<file path="src/rtl/seg_scanner_if.sv">
// Bus between the game timer and the 7-segment scanner.
//   master : game timer side, drives game_over and the four digit patterns
//   slave  : scanner side, drives the shared segment bus, dp and anodes
// All segment/anode/dp signals are active-low; segment bit6=a .. bit0=g.
interface seg_scanner_if;
  logic       game_over;
  logic [6:0] led_sec_l;
  logic [6:0] led_sec_h;
  logic [6:0] led_min_l;
  logic [6:0] led_min_h;
  logic [6:0] seg;
  logic       dp;
  logic [3:0] an;

  modport master (
    output game_over, led_sec_l, led_sec_h, led_min_l, led_min_h,
    input  seg, dp, an
  );

  modport slave (
    input  game_over, led_sec_l, led_sec_h, led_min_l, led_min_h,
    output seg, dp, an
  );
endinterface

</file>
<file path="src/rtl/seg_scanner.sv">
// Time-multiplexed 4-digit common-anode 7-segment scanner.
// Ports:
//   clk  - system clock
//   rst  - synchronous reset, active-low
//   bus  - seg_scanner_if.slave: game_over + four digit patterns in,
//          seg/dp/an out (all active-low, registered)
// Digit k is lit while idx==k. Each slot starts with BLANK_CYC cycles of all
// anodes off to hide ghosting. Patterns are captured into shadow registers
// only at the frame boundary so a frame never mixes old and new digits.
// While game_over is held, the display toggles off/on every BLINK_FRAMES frames.
module seg_scanner #(
  parameter int unsigned SCAN_DIV     = 50000,
  parameter int unsigned BLANK_CYC    = 500,
  parameter int unsigned BLINK_FRAMES = 250
) (
  input  logic          clk,
  input  logic          rst,
  seg_scanner_if.slave  bus
);

  localparam int unsigned PRE_W  = $clog2(SCAN_DIV);
  localparam int unsigned FCNT_W = (BLINK_FRAMES > 1) ? $clog2(BLINK_FRAMES) : 1;
  localparam logic [PRE_W-1:0]  PRE_LAST  = PRE_W'(SCAN_DIV - 1);
  localparam logic [FCNT_W-1:0] FCNT_LAST = FCNT_W'(BLINK_FRAMES - 1);

  logic [PRE_W-1:0]  pre;
  logic [1:0]        idx;
  logic [FCNT_W-1:0] fcnt;
  logic              phase;
  logic [3:0][6:0]   shadow;

  logic [3:0] an_q;
  logic [6:0] seg_q;
  logic       dp_q;

  logic slot_end_c;
  logic frame_end_c;
  logic blank_c;
  logic off_c;

  assign slot_end_c  = (pre == PRE_LAST);
  assign frame_end_c = slot_end_c && (idx == 2'd3);

  // Ghost-suppression window at the start of every slot; absent when BLANK_CYC is 0.
  generate
    if (BLANK_CYC == 0) begin : g_no_blank
      assign blank_c = 1'b0;
    end else begin : g_blank
      assign blank_c = (pre < PRE_W'(BLANK_CYC));
    end
  endgenerate

  assign off_c = blank_c || phase;

  // Slot prescaler and digit index.
  always_ff @(posedge clk) begin
    if (!rst) begin
      pre <= '0;
      idx <= '0;
    end else if (slot_end_c) begin
      pre <= '0;
      idx <= idx + 2'd1;
    end else begin
      pre <= pre + PRE_W'(1);
    end
  end

  // Shadow capture at the frame boundary only (tear-free frames).
  always_ff @(posedge clk) begin
    if (!rst) begin
      shadow <= {4{7'h7F}};
    end else if (frame_end_c) begin
      shadow <= {bus.led_min_h, bus.led_min_l, bus.led_sec_h, bus.led_sec_l};
    end
  end

  // Blink frame counter; dropping game_over clears it immediately.
  always_ff @(posedge clk) begin
    if (!rst) begin
      fcnt  <= '0;
      phase <= 1'b0;
    end else if (!bus.game_over) begin
      fcnt  <= '0;
      phase <= 1'b0;
    end else if (frame_end_c) begin
      if (fcnt == FCNT_LAST) begin
        fcnt  <= '0;
        phase <= ~phase;
      end else begin
        fcnt <= fcnt + FCNT_W'(1);
      end
    end
  end

  // Registered drive: one anode at most, colon dot on the min-units digit.
  always_ff @(posedge clk) begin
    if (!rst) begin
      an_q  <= 4'hF;
      seg_q <= 7'h7F;
      dp_q  <= 1'b1;
    end else begin
      an_q  <= off_c ? 4'hF : ~(4'b0001 << idx);
      seg_q <= off_c ? 7'h7F : shadow[idx];
      dp_q  <= !(!off_c && (idx == 2'd2));
    end
  end

  assign bus.an  = an_q;
  assign bus.seg = seg_q;
  assign bus.dp  = dp_q;

endmodule

</file>
<file path="src/flat_wrapper.sv">
// flat-port wrapper written by rule: the top's interface ports become plain ports
module seg_scanner_flat 
#(
  parameter int unsigned SCAN_DIV     = 50000,
  parameter int unsigned BLANK_CYC    = 500,
  parameter int unsigned BLINK_FRAMES = 250
)
  (clk, rst, bus_game_over, bus_led_sec_l, bus_led_sec_h, bus_led_min_l, bus_led_min_h, bus_seg, bus_dp, bus_an);
  seg_scanner_if bus_i ();
  input  logic clk;
  input  logic rst;
  input wire logic [$bits(bus_i.game_over)-1:0] bus_game_over;
  input wire logic [$bits(bus_i.led_sec_l)-1:0] bus_led_sec_l;
  input wire logic [$bits(bus_i.led_sec_h)-1:0] bus_led_sec_h;
  input wire logic [$bits(bus_i.led_min_l)-1:0] bus_led_min_l;
  input wire logic [$bits(bus_i.led_min_h)-1:0] bus_led_min_h;
  output wire logic [$bits(bus_i.seg)-1:0] bus_seg;
  output wire logic [$bits(bus_i.dp)-1:0] bus_dp;
  output wire logic [$bits(bus_i.an)-1:0] bus_an;
  assign bus_i.game_over = bus_game_over;
  assign bus_i.led_sec_l = bus_led_sec_l;
  assign bus_i.led_sec_h = bus_led_sec_h;
  assign bus_i.led_min_l = bus_led_min_l;
  assign bus_i.led_min_h = bus_led_min_h;
  assign bus_seg = bus_i.seg;
  assign bus_dp = bus_i.dp;
  assign bus_an = bus_i.an;
  seg_scanner #(.SCAN_DIV(SCAN_DIV), .BLANK_CYC(BLANK_CYC), .BLINK_FRAMES(BLINK_FRAMES)) u_core (.clk(clk), .rst(rst), .bus(bus_i));
endmodule
</file>
<file path="config.mk">
export PLATFORM = sky130hd
export DESIGN_NAME = seg_scanner_flat
export DESIGN_NICKNAME = d
export VERILOG_FILES = /design/src/rtl/seg_scanner_if.sv /design/src/rtl/seg_scanner.sv /design/src/flat_wrapper.sv
export SDC_FILE = /design/constraint.sdc
export NUM_CORES = 1
export LEC_CHECK = 0
export ABC_AREA = 1
export ABC_CLOCK_PERIOD_IN_PS = 2300
export BUFFER_PORTS_ARGS = -buffer_cell sky130_fd_sc_hd__buf_2
export CAP_MARGIN = 5
export CORE_MARGIN = 5
export CORE_UTILIZATION = 60
export CTS_CLUSTER_DIAMETER = 100
export DETAILED_ROUTE_END_ITERATION = 10
export PLACE_DENSITY = 0.8
export SLEW_MARGIN = 20
export SYNTH_ARGS = -nofsm -noshare
export SYNTH_HDL_FRONTEND = slang
export SYNTH_SLANG_ARGS = --single-unit
</file>
<file path="constraint.sdc">
create_clock -name clk -period 2.3 [get_ports clk]
set_input_delay 0.115 -clock clk [delete_from_list [all_inputs] [get_ports clk]]
set_output_delay 0.115 -clock clk [all_outputs]
set_load 0.02 [all_outputs]
</file>
==> flow_results.org, run 1 <==
** Status
- Result of the run :: finished, final reports clean

** Floorplanning
- Cell row count :: 26
- The initial utilization of the core area, before any placement, comes to 0.6176.
- Number of top-level design ports :: 43
- Die width :: 82.28 um
- Die Y-Extent :: 82.28 um
- Overall die area :: 6769 sq um
- Core box area :: 5075 sq um

** Worst setup path
- Kind of critical path :: flop to flop
- Critical Path Fanout Max :: 18
- The worst setup path is launched from a flop.
- Arrival @ worst endpoint :: 2020 ps
- STA puts the critical path data required time at 2550 ps.
- Setup slack on the worst reg-to-reg path comes out at 520 ps.
- STA classifies the critical path endpoint as a flop.

** Global route
- Across every metal layer, demand over resource in global routing totals 0.2386.
- Leftover overflow at the end of global routing :: 0
- The via count of the first global-routing pass is 2,673.
- Entering global routing, the biggest net connects 33 pins.
- Number of antenna violations at the first check in global routing :: 0
- First-pass GRT wire length :: 12,200 um

** Drt
- For this block, the routed nets add up to 7386 um of wire.
- Number of violations reported at the end of detailed-routing iteration 0 :: 271
- Via count of the routed design :: 2,927
- Count of nets left with antenna violations after detail routing :: 0
- Dividing the detail-routed via count by the number of cells gives 5.351.
- Post-route DRC violation count :: 0
- For this run, the detailed router's first-pass iteration total came to 5.
- After detailed routing, the average wire length per cell comes to 13.50 um.

** Flow run
- Max-cap violations in this run came to 0.

** STA
- Total count of hold-check failures in the final report :: 0
- In the finished design, the share of the clock period the worst path needs comes to 0.7726.
- Setup repair after global routing left no endpoint under its margin.
- For the pin with the worst max-slew slack, the measured transition is 869.1 ps.
- Final setup violation count :: 0
- Fin Clk Skew :: 9.420 ps
- Worst slew margin relative to its limit :: 0.4185
- Final Critical Period :: 1777 ps
- Timing would allow up to 562.8 MHz.
- The number of slew-limit violations in the final report came to 0.
- Total Negative Setup Slacks :: 0 ps

** Clock network
- Clock input transition at the sequential cells of the worst setup and hold paths :: 70 ps
- For the worst-skew pair, the clock arrives at the later sink with an insertion delay of 360 ps.
- The clock drives 67 sinks.
- The number of clock buffers added by TritonCTS is 9.
- Buffers inserted during post-CTS setup optimization :: 0
- H-tree depth :: 3
- CTS placed an instance of sky130_fd_sc_hd__clkbuf_8 at the clock tree root.
- In this run the deepest clock path goes through 2 buffers.
- Number of gates resized after cts :: 0
- TritonCTS clock tree :: built

** Logic synthesis
- Synthesized area per cell :: 7.739 sq um
- Top cell type by total area after synthesis :: sky130_fd_sc_hd__dfxtp_1
- Yosys cell types :: 32
- Syn Inst Count :: 405
- Ranked by total cell area, the synthesized netlist is headed by sky130_fd_sc_hd__dfxtp_1 (43%), sky130_fd_sc_hd__nand2_1 (12%), sky130_fd_sc_hd__nand3_1 (5.4%), sky130_fd_sc_hd__a21oi_1 (4.3%), sky130_fd_sc_hd__nor2_1 (4.1%).
- Synthesis inferred 67 register bits.
- Fraction of synthesized cell area taken by the top area cell type :: 0.4279
- During synthesis, Yosys emitted a total of 0 warnings.
- Synth Net Count :: 443
- For this run, the register share of the synthesized area comes to 0.4279.
- Cell area after synthesis :: 3134 sq um

** Layout
- Commonest non-fill, non-tap cells in the layout :: sky130_fd_sc_hd__nand2_1 (98), sky130_fd_sc_hd__dfxtp_1 (67), sky130_fd_sc_hd__buf_2 (42), sky130_fd_sc_hd__nor2_1 (34), sky130_fd_sc_hd__nand3_1 (34)
- Leaving out fill and tap cells, the most frequent cell in the layout is sky130_fd_sc_hd__nand2_1.
- The finished layout holds 547 standard cells, fillers aside.
- Final #Nets :: 510
- Share of post-route cells with drive strength above 1 :: 0.2285
- Diode insertion count for antenna repair :: 0
- Area growth syn-to-layout :: 22.20%

** Place
- After detailed placement, the design holds a cell count of 505.
- Summed over all nets, the half-perimeter wirelength after detailed placement is 4506 um.
- The congestion estimate from routability-driven global placement came to 0.8462.
- IO Port Bufs :: 42

** Pwr
- Maximum ir drop on the vdd rail :: 0.0004100 V
- For this design the ratio of total power to cell area is 598.7 nW/um^2.
- Leakage :: 1.620 nW
- Total power for the finished layout comes to 2.293 mW.

** Hold path
- The min-delay analysis places its worst path in the category input port to flop.
## final timing paths
| kind | startpoint | to | depth (start not counted) |
|---|---|---|---|
| max reg2reg | u_core.pre[0] | u_core.fcnt[3] | 6 |
| min | bus_led_min_h[0] | u_core.shadow[21] | 3 |
| min reg2reg | u_core.pre[0] | u_core.pre[0] | 1 |
| max | u_core.pre[0] | u_core.fcnt[3] | 6 |
## timing repair
action	4_1_cts	5_1_grt
endpoints found under the setup margin	0	0
hold endpoints to repair	26	0
hold buffers	26	0
## power by group
part | switching [mW] | internal [mW]
registers | 0.00336 | 1.16
clock network | 0.443 | 0.585
logic | 0.0445 | 0.0534
total | 0.491 | 1.80
## cell type report
class	instances	area (sq um)
inverters	37	138.9
clock inverters	4	47.55
repair buffers	72	500.5
clock buffers	12	165.2
fillers	382	1245
well taps	70	87.58
multi-input cells	285	1549
flip-flops and latches	67	1341
## registers in the layout, summed over array words and instances, names as in the netlist
register / cells
u_core.shadow: 28
u_core.pre: 16
u_core.fcnt: 8
u_core.bus.seg: 7
u_core.bus.an: 4
u_core.idx: 2
u_core.bus.dp: 1
u_core.phase: 1
## Yosys cell counts
| master | count |
|---|---|
| sky130_fd_sc_hd__nor2_8 | 1 |
| sky130_fd_sc_hd__nand3_2 | 2 |
| sky130_fd_sc_hd__ha_1 | 7 |
| sky130_fd_sc_hd__inv_1 | 30 |
| sky130_fd_sc_hd__clkbuf_1 | 8 |
| sky130_fd_sc_hd__nand2_2 | 12 |
| sky130_fd_sc_hd__nand4_1 | 10 |
| sky130_fd_sc_hd__xor2_1 | 7 |
| sky130_fd_sc_hd__buf_8 | 2 |
| sky130_fd_sc_hd__nor3_2 | 3 |
| sky130_fd_sc_hd__nand2_4 | 1 |
| sky130_fd_sc_hd__buf_4 | 4 |
| sky130_fd_sc_hd__nand4_2 | 1 |
| sky130_fd_sc_hd__o211ai_1 | 7 |
| sky130_fd_sc_hd__or2_2 | 1 |
| sky130_fd_sc_hd__xnor2_1 | 1 |
| sky130_fd_sc_hd__o21ai_1 | 1 |
| sky130_fd_sc_hd__a21oi_1 | 27 |
| sky130_fd_sc_hd__nor2_4 | 3 |
| sky130_fd_sc_hd__buf_6 | 1 |
| sky130_fd_sc_hd__nor2_2 | 6 |
| sky130_fd_sc_hd__nand3_1 | 34 |
| sky130_fd_sc_hd__buf_1 | 1 |
| sky130_fd_sc_hd__o21ai_0 | 13 |
| sky130_fd_sc_hd__nor3b_1 | 1 |
| sky130_fd_sc_hd__o211ai_2 | 10 |
| sky130_fd_sc_hd__inv_2 | 7 |
| sky130_fd_sc_hd__nor2_1 | 34 |
| sky130_fd_sc_hd__nand2_1 | 98 |
| sky130_fd_sc_hd__nor4_1 | 1 |
| sky130_fd_sc_hd__nor3_1 | 4 |
| sky130_fd_sc_hd__dfxtp_1 | 67 |
## critical path, stage by stage, from the launching register on
cell                      delay, ps
sky130_fd_sc_hd__dfxtp_1        350
sky130_fd_sc_hd__ha_1           210
sky130_fd_sc_hd__nand3_2        110
sky130_fd_sc_hd__nor2_2         170
sky130_fd_sc_hd__nand4_2        450
sky130_fd_sc_hd__o21ai_0        310
sky130_fd_sc_hd__nor2_1          70
## metal layers
metal | global-route usage | up-vias | share of wire | wire, um
li1 | - | 1459 | - | -
met1 | 0.2873 | 1356 | 0.42 | 3069
met2 | 0.4006 | 90 | 0.50 | 3727
met3 | 0.07267 | 22 | 0.059 | 433
met4 | 0.08472 | 0 | 0.021 | 157
met5 | 0 | - | 0 | 0
## stage by stage
step | hold slack [ps] | util | instance area [sq um] | setup slack, ps
floorplan | 223.9 | - | 3134 | 839.6
global placement | 315.2 | 0.6615 | 3357 | 566.4
detailed placement | 318.9 | 0.6615 | 3357 | 498.2
CTS | 11.57 | 0.7547 | 3830 | 497.0
global route | 15.81 | 0.7547 | 3830 | 300.3
finish | 5.186 | 0.7547 | 3830 | 523.1
## logic make-up (layout without fill, tap and decap cells)
kind of cell | count (synthesis) | after routing | share of synthesized area
XOR/XNOR | 8 | 8 | 0.02236
AND/OR/NAND/NOR | 212 | 212 | 0.3218
flip-flops | 67 | 67 | 0.4279
adder cells (fa/ha/maj) | 7 | 7 | 0.02794
buffers and inverters | 53 | 125 | 0.07785
AO/OA/AOI/OAI | 58 | 58 | 0.1222
Power figures use the tool's default switching activity.
==> run 2: changes to the inputs <==
--- a/config.mk
+++ b/config.mk
@@ -6,14 +6,14 @@
 export NUM_CORES = 1
 export LEC_CHECK = 0
 export ABC_AREA = 1
-export ABC_CLOCK_PERIOD_IN_PS = 2300
+export ABC_CLOCK_PERIOD_IN_PS = 1560
 export BUFFER_PORTS_ARGS = -buffer_cell sky130_fd_sc_hd__buf_2
 export CAP_MARGIN = 5
 export CORE_MARGIN = 5
-export CORE_UTILIZATION = 60
+export CORE_UTILIZATION = 51
 export CTS_CLUSTER_DIAMETER = 100
 export DETAILED_ROUTE_END_ITERATION = 10
-export PLACE_DENSITY = 0.8
+export PLACE_DENSITY = 0.72
 export SLEW_MARGIN = 20
 export SYNTH_ARGS = -nofsm -noshare
 export SYNTH_HDL_FRONTEND = slang
==> constraint.sdc (replaced) <==
create_clock -name clk -period 1.56 [get_ports clk]
set_input_delay 0.078 -clock clk [delete_from_list [all_inputs] [get_ports clk]]
set_output_delay 0.078 -clock clk [all_outputs]
set_load 0.02 [all_outputs]
==> flow_results.org, run 2 (same netlist as run 1, synthesis figures left out) <==
** STA
- The worst clock skew on the final layout is 12.61 ps (was 9.420 ps).
- The number of endpoints with negative hold slack in the final report is 0 (unchanged).
- The slew at the pin with the worst max-slew slack is 309.0 ps (was 869.1 ps).
- The tightest slew margin relative to the limit was 0.7940 (was 0.4185).
- The number of failing setup endpoints in the final timing report came to 0 (unchanged).
- The minimum period implied by the final worst setup slack came to 1475 ps (was 1777 ps).
- The upper clock frequency limit is 677.7 MHz (was 562.8 MHz).
- Max Slew Vio Count :: 0 (unchanged)
- The final period utilization was 0.9458 (was 0.7726).
- Total Negative Setup Slacks :: 0 ps (unchanged)
- Unrepaired setup endpoints after global routing :: yes (was no)
- The worst hold slack across all endpoints is 18.44 ps (was 5.186 ps).

** Pwr
- Net switching share of the total power :: 0.2279 (was 0.2140)
- Sequential fraction of design power :: 0.542 (was 0.509)
- The net switching power of the design is 0.7245 mW (was 0.4907 mW).
- The cell area power density was 793.4 nW/um^2 (was 598.7 nW/um^2).
- Cell internal power dissipation :: 2.455 mW (was 1.802 mW)
- Relative contribution of the clock network to total power :: 0.410 (was 0.448)
- The leakage power of the design is 1.689 nW (was 1.620 nW).
- Maximum ir drop on the vdd rail :: 0.0004696 V (was 0.0004100 V)
- Part of the power in combinational logic :: 0.047 (was 0.043)
- The total power after layout came to 3.179 mW (was 2.293 mW).

** Layout
- Number of non-filler instances in the completed layout :: 568 (was 547)
- Diode insertion count for antenna repair :: 0 (unchanged)
- Area growth syn-to-layout :: 27.86% (was 22.20%)
- Most common library cell in the layout ignoring fill and taps :: sky130_fd_sc_hd__nand2_1 (unchanged)
- The ratio of cells with drive above 1 in the final layout was 0.2637 (was 0.2285).
- The area used by multi-input combinational logic is 1600 sq um (was 1549 sq um).
- The footprint of the flip-flops and latches came to 1345 sq um (was 1341 sq um).
- Final #Nets :: 527 (was 510)
- Leading registers by flop count: u_core.shadow x28, u_core.pre x16, u_core.fcnt x8 (unchanged).
- Commonest non-fill, non-tap cells in the layout: sky130_fd_sc_hd__nand2_1 (97), sky130_fd_sc_hd__dfxtp_1 (64), sky130_fd_sc_hd__buf_2 (42), sky130_fd_sc_hd__nand3_1 (34), sky130_fd_sc_hd__nor2_1 (32) (was sky130_fd_sc_hd__nand2_1 (98), sky130_fd_sc_hd__dfxtp_1 (67), sky130_fd_sc_hd__buf_2 (42), sky130_fd_sc_hd__nor2_1 (34), sky130_fd_sc_hd__nand3_1 (34)).
- The register with the highest flop count was u_core.shadow (unchanged).
- Number of flip-flops in the largest register :: 28 (unchanged)
- Filler cell count in the final layout :: 484 (was 382)

** Worst setup path
- CP required :: 1770 ps (was 2550 ps)
- The largest fanout on the critical path came to 5 (was 18).
- The kind of start point of the critical path is a flop (unchanged).
- The minimum setup slack among reg-to-reg paths came to 80 ps (was 520 ps).
- Arrival @ worst endpoint :: 1680 ps (was 2020 ps)
- Kind of critical path :: flop to flop (unchanged)
- The maximum single-stage delay on the critical path came to 360 ps (was 450 ps).
- Critical path's slowest cell :: sky130_fd_sc_hd__dfxtp_2 (was sky130_fd_sc_hd__nand4_2)
- The cell family contributing the most delay on the critical path was simple AND/OR/NAND/NOR gates (unchanged).
- The kind of end point of the critical path is a flop (unchanged).
- Ordered list of cells on the worst path: ha_4 -> nand3_4 -> nor2_4 -> nand4_2 -> buf_4 -> nand2_1 -> nand3_1 (was ha_1 -> nand3_2 -> nor2_2 -> nand4_2 -> o21ai_0 -> nor2_1).
- Worst path bufs/invs :: 1 (was 0)

** Clock network
- The cell at the root of the clock tree is sky130_fd_sc_hd__clkbuf_8 (unchanged).
- H-tree depth :: 3 (unchanged)
- TritonCTS clock tree :: built (unchanged)
- Total clock buffers created by CTS :: 9 (unchanged)
- Worst-case clock buffer depth :: 2 (unchanged)
- Clock input transition at the sequential cells of the worst setup and hold paths :: 70 ps (about the same)
- The clock sink count is 67 (unchanged).
- The clock latency of the later-clocked register in the worst-skew pair came to 340 ps (was 360 ps).

** Drt
- Via-per-instance ratio :: 5.194 (was 5.351)
- Count of nets left with antenna violations after detail routing :: 0 (unchanged)
- The number of DRC violations after detailed routing is 0 (unchanged).
- Via count of the routed design :: 2,950 (was 2,927)
- The iteration count of the initial detailed-routing pass was 5 (unchanged).
- The final routed wirelength across all metal layers was 7575 um (was 7386 um).
- Detailed-route wire length per cell :: 13.34 um (was 13.50 um)
- Number of violations reported at the end of detailed-routing iteration 0 :: 221 (was 271)

** Status
- Result of the run :: finished, final reports clean (unchanged)

** Flow run
- Number of max-cap violations :: 0 (unchanged)

** Floorplanning
- The horizontal die dimension was 88.40 um (was 82.28 um).
- The core area came to 5956 sq um (was 5075 sq um).
- The initial cell density of the core came to 0.5263 (was 0.6176).
- The overall die area is 7814 sq um (was 6769 sq um).
- The top-level port count is 43 (unchanged).
- The die height was 88.40 um (was 82.28 um).
- Cell row count :: 28 (was 26)

** Global route
- The via count of the first global-routing pass came to 2,832 (was 2,673).
- The wire length of the first global-routing pass is 12,880 um (was 12,200 um).
- The pin count of the biggest net entering global routing came to 26 (was 33).
- Leftover overflow at the end of global routing :: 0 (unchanged)
- The total global routing track utilization was 0.2109 (was 0.2386).
- The number of antenna violations at the first check in global routing was 0 (unchanged).

** Hold path
- The worst hold-check path type was input port to flop (unchanged).

** Place
- The number of placed instances with taps included is 524 (was 505).
- IO Port Bufs :: 42 (unchanged)
- Detailed placer's ending HPWL :: 4866 um (was 4506 um)
- Weighted congestion reported at the end of routability-driven placement :: 0.8550 (was 0.8462)
[run 2: changes by cell type in the layout (fill, tap and decap cells not counted), moves of 2 or more]
cell	change
sky130_fd_sc_hd__nand3_2	-2
sky130_fd_sc_hd__dfxtp_2	+3
sky130_fd_sc_hd__buf_4	+13
sky130_fd_sc_hd__dfxtp_1	-3
sky130_fd_sc_hd__nor2_4	+2
sky130_fd_sc_hd__dlygate4sd3_1	+2
sky130_fd_sc_hd__nand3_4	+2
sky130_fd_sc_hd__nor2_1	-2
[run 2: path summary, 6_finish.rpt]
| kind | from | to | cells after the start |
|---|---|---|---|
| worst max register to register | u_core.pre[0] | u_core.shadow[1] | 7 |
| worst min register to register | u_core.pre[0] | u_core.pre[0] | 1 |
| worst min-delay path | rst | u_core.shadow[7] | 2 |
| worst max-delay path | u_core.pre[0] | u_core.shadow[1] | 7 |
[run 2: final cells by class]
type	count	area share
clock buffer	11	0.03778
clock inverter	4	0.006556
inverter	37	0.03528
multi-input combinational	285	0.3993
sequential	67	0.3356
tap	75	0.02342
timing repair buffer	89	0.1620
[run 2: worst reg2reg max path: stages (launching register included)]
cell	delay, ps
sky130_fd_sc_hd__dfxtp_2	360
sky130_fd_sc_hd__ha_4	150
sky130_fd_sc_hd__nand3_4	90
sky130_fd_sc_hd__nor2_4	190
sky130_fd_sc_hd__nand4_2	200
sky130_fd_sc_hd__buf_4	210
sky130_fd_sc_hd__nand2_1	70
sky130_fd_sc_hd__nand3_1	80
[run 2: routing by layer]
metal  vias to the layer above  GRT usage  wire, um
li1                       1491          -         -
met1                      1370     0.2613      3228
met2                        77     0.3630      3816
met3                        12    0.03724       375
met4                         0    0.08379       154
met5                         -          0         0
[run 2: repair_timing]
action / CTS / global route
setup endpoints to repair: 27 / 54
endpoints found under the hold margin: 28 / 0
gates resized for setup: 2 / 13
pin swaps: 0 / 5
hold buffers: 28 / 0
setup buffers: 0 / 1
[run 2: power by group through the flow]
stage	Clock [mW]	Combinational [mW]	Sequential [mW]
after global placement	0	0.0887	1.76
after global routing	1.42	0.164	1.72
final	1.30	0.150	1.72
after floorplan	0	0.0384	1.76
after detailed placement	0	0.0884	1.76
after CTS	1.33	0.143	1.72
[run 2: stage by stage]
step	setup slack [ps]	area, sq um	util
floorplan	99.63	3134	-
global placement	69.11	3481	0.5845
detailed placement	-15.17	3481	0.5845
CTS	8.205	3946	0.6626
global route	-13.73	4008	0.6729
finish	84.52	4008	0.6729
==> run 3: changes to the inputs <==
--- a/config.mk
+++ b/config.mk
@@ -7,14 +7,14 @@
 export LEC_CHECK = 0
 export ABC_AREA = 1
 export ABC_CLOCK_PERIOD_IN_PS = 1560
-export BUFFER_PORTS_ARGS = -buffer_cell sky130_fd_sc_hd__buf_2
 export CAP_MARGIN = 5
 export CORE_MARGIN = 5
-export CORE_UTILIZATION = 51
+export CORE_UTILIZATION = 57
 export CTS_CLUSTER_DIAMETER = 100
 export DETAILED_ROUTE_END_ITERATION = 10
+export DONT_BUFFER_PORTS = 1
 export PLACE_DENSITY = 0.72
-export SLEW_MARGIN = 20
+export SETUP_SLACK_MARGIN = 0.15
 export SYNTH_ARGS = -nofsm -noshare
 export SYNTH_HDL_FRONTEND = slang
 export SYNTH_SLANG_ARGS = --single-unit
==> flow_results.org, run 3 (same netlist as run 1, synthesis figures left out) <==
** Status
- Result of the run :: finished, final reports clean (unchanged)

** STA
- Unrepaired setup endpoints after global routing :: yes (unchanged)
- Final setup violation count :: 0 (unchanged)
- Maximum operating frequency :: 662.6 MHz (was 677.7 MHz)
- Worst slew margin relative to its limit :: 0.8059 (was 0.7940)
- Share of the clock period used by the worst path :: 0.9674 (was 0.9458)
- The worst clock skew on the final layout came to 9.303 ps (was 12.61 ps).
- Least-Margin Pin Slew :: 291.1 ps (was 309.0 ps)
- Final Critical Period :: 1509 ps (was 1475 ps)
- The number of endpoints with negative hold slack in the final report was 0 (unchanged).
- Max Slew Vio Count :: 0 (unchanged)
- The worst hold slack across all endpoints is 29.35 ps (was 18.44 ps).
- The setup TNS is 0 ps (unchanged).

** Worst setup path
- Critical Path Fanout Max :: 15 (was 5)
- Critical path's slowest cell :: sky130_fd_sc_hd__dfxtp_1 (was sky130_fd_sc_hd__dfxtp_2)
- Delay of the slowest cell on the worst path :: 350 ps (was 360 ps)
- Capturing element type of the critical path :: flop (unchanged)
- Ordered list of cells on the worst path: inv_2 -> nor2_2 -> nand2_1 -> nor2_4 -> nand2_4 -> nor2_8 -> buf_4 -> nand2_1 -> nand3_1 (was ha_4 -> nand3_4 -> nor2_4 -> nand4_2 -> buf_4 -> nand2_1 -> nand3_1).
- The critical path class is flop to flop (unchanged).
- CP required :: 1850 ps (was 1770 ps)
- Startpoint class of the critical path :: flop (unchanged)
- The number of buffers and inverters on the critical path is 2 (was 1).
- Crit-path most repeated cell :: sky130_fd_sc_hd__nand2_1
- The cell family contributing the most delay on the critical path was simple AND/OR/NAND/NOR gates (unchanged).
- Arrival @ worst endpoint :: 1800 ps (was 1680 ps)

** Drt
- Count of nets left with antenna violations after detail routing :: 0 (unchanged)
- Via count of the routed design :: 3,009 (was 2,950)
- Via-per-instance ratio :: 5.593 (was 5.194)
- Detailed-route wire length per cell :: 16.17 um (was 13.34 um)
- Post-route DRC violation count :: 0 (unchanged)
- Number of violations reported at the end of detailed-routing iteration 0 :: 182 (was 221)
- The iteration count of the initial detailed-routing pass came to 5 (unchanged).
- The final routed wirelength across all metal layers came to 8699 um (was 7575 um).

** Hold path
- The worst hold-check path type is input port to flop (unchanged).

** Pwr
- Power per unit of standard cell area :: 783.0 nW/um^2 (was 793.4 nW/um^2)
- The leakage power of the design was 1.721 nW (was 1.689 nW).
- The maximum vdd ir drop came to 0.0005773 V (was 0.0004696 V).

** Floorplanning
- Die width :: 84.16 um (was 88.40 um)
- The initial cell density of the core was 0.5763 (was 0.5263).
- Overall die area :: 7082 sq um (was 7814 sq um)
- The top-level port count was 43 (unchanged).
- The die height was 84.16 um (was 88.40 um).
- The number of core rows came to 27 (was 28).
- Core box area :: 5439 sq um (was 5956 sq um)

** Layout
- Number of flip-flops in the largest register :: 28 (unchanged)
- Most common library cell in the layout ignoring fill and taps :: sky130_fd_sc_hd__nand2_1 (unchanged)
- Final #Nets :: 499 (was 527)
- Share of post-route cells with drive strength above 1 :: 0.3305 (was 0.2637)
- Area growth syn-to-layout :: 34.29% (was 27.86%)
- The number of filler instances in the final layout came to 336 (was 484).
- Commonest non-fill, non-tap cells in the layout :: sky130_fd_sc_hd__nand2_1 (79), sky130_fd_sc_hd__dfxtp_1 (52), sky130_fd_sc_hd__inv_1 (30), sky130_fd_sc_hd__dlygate4sd3_1 (29), sky130_fd_sc_hd__nor2_1 (26) (was sky130_fd_sc_hd__nand2_1 (97), sky130_fd_sc_hd__dfxtp_1 (64), sky130_fd_sc_hd__buf_2 (42), sky130_fd_sc_hd__nand3_1 (34), sky130_fd_sc_hd__nor2_1 (32))
- Register containing the most flip-flops in the final layout :: u_core.shadow (unchanged)
- Leading registers by flop count :: u_core.shadow x28, u_core.pre x16, u_core.fcnt x8 (unchanged)
- Diode insertion count for antenna repair :: 0 (unchanged)

** Clock network
- The cell at the root of the clock tree is sky130_fd_sc_hd__clkbuf_8 (unchanged).
- TritonCTS clock tree :: built (unchanged)
- The clock buffer count from CTS came to 9 (unchanged).
- Clock input transition at the sequential cells of the worst setup and hold paths :: 80 ps (was 70 ps)
- H-tree depth :: 3 (unchanged)
- The clock sink count came to 67 (unchanged).
- The maximum count of clock buffers along a single path was 2 (unchanged).
- Insertion delay of the later-clocked pin in the worst-skew pair :: 350 ps (was 340 ps)

** Global route
- The via count of the first global-routing pass is 2,795 (was 2,832).
- Pin count of the biggest net entering global routing :: 31 (was 26)
- The total global routing track utilization is 0.2231 (was 0.2109).
- First-pass GRT wire length :: 12,860 um (was 12,880 um)
- Leftover overflow at the end of global routing :: 0 (unchanged)
- The number of antenna violations at the first check in global routing is 0 (unchanged).

** Place
- IO Port Bufs :: 0 (was 42)
- Detailed placer's ending HPWL :: 4610 um (was 4866 um)
- Weighted congestion reported at the end of routability-driven placement :: 0.8687 (was 0.8550)

** Flow run
- Number of max-cap violations :: 0 (unchanged)
-- run 3: worst reg2reg max path, stage by stage, from the launching register on --
cell and delay, ps:
sky130_fd_sc_hd__dfxtp_1 350, sky130_fd_sc_hd__inv_2 90, sky130_fd_sc_hd__nor2_2 140, sky130_fd_sc_hd__nand2_1 140
sky130_fd_sc_hd__nor2_4 140, sky130_fd_sc_hd__nand2_4 80, sky130_fd_sc_hd__nor2_8 100, sky130_fd_sc_hd__buf_4 230
sky130_fd_sc_hd__nand2_1 120, sky130_fd_sc_hd__nand3_1 80
-- run 3: stage by stage --
step                  util  setup WS (ps)  area, sq um  total power [mW]  instances
floorplan                -          150.5         3136             1.798        405
global placement    0.5951          55.53         3237             1.794        475
detailed placement  0.5951         -29.53         3237             1.797        475
CTS                 0.7085          130.7         3854             3.286        524
global route        0.7739         -30.99         4209             3.403        538
finish              0.7739          50.85         4209             3.296        538
-- run 3: path summary, 6_finish.rpt --
check        depth (start not counted)                 to          start  slack (ps)
min                                  2     u_core.fcnt[1]            rst          30
max                                  9  u_core.shadow[15]  u_core.pre[6]          50
max reg2reg                          9  u_core.shadow[15]  u_core.pre[6]          50
min reg2reg                          2       u_core.phase   u_core.phase         480
-- run 3: area by class of cell --
| type | instances | area [sq um] | area share |
|---|---|---|---|
| timing repair inverter | 1 | 7.507 | 0.001784 |
| clock buffer | 10 | 127.6 | 0.03032 |
| timing repair buffer | 60 | 574.3 | 0.1364 |
| sequential | 67 | 1373 | 0.3261 |
| inverter | 37 | 141.4 | 0.03359 |
| multi-input combinational | 285 | 1829 | 0.4346 |
| clock inverter | 6 | 66.31 | 0.01576 |
| tap | 72 | 90.09 | 0.02140 |
-- run 3: metal layers --
layer  GRT usage  wire length (um)  vias up
li1            -                 -     1434
met1      0.2724              3365     1409
met2      0.3702              4523      142
met3     0.06771               578       24
met4     0.08333               232        0
met5           0                 0        -
-- run 3: power by group --
| group | switching, mW | internal (mW) |
|---|---|---|
| Combinational | 0.0717 | 0.0750 |
| Clock | 0.693 | 0.738 |
| Sequential | 0.00935 | 1.71 |
| Total | 0.774 | 2.52 |
-- run 3: repair_timing --
| item | 4_1_cts | 5_1_grt |
|---|---|---|
| hold endpoints to repair | 30 | 0 |
| setup endpoints to repair | 52 | 66 |
| setup buffers | 2 | 12 |
| resized for setup | 24 | 76 |
| gates cloned | 1 | 2 |
| hold buffers | 30 | 0 |
| pin swaps | 6 | 20 |
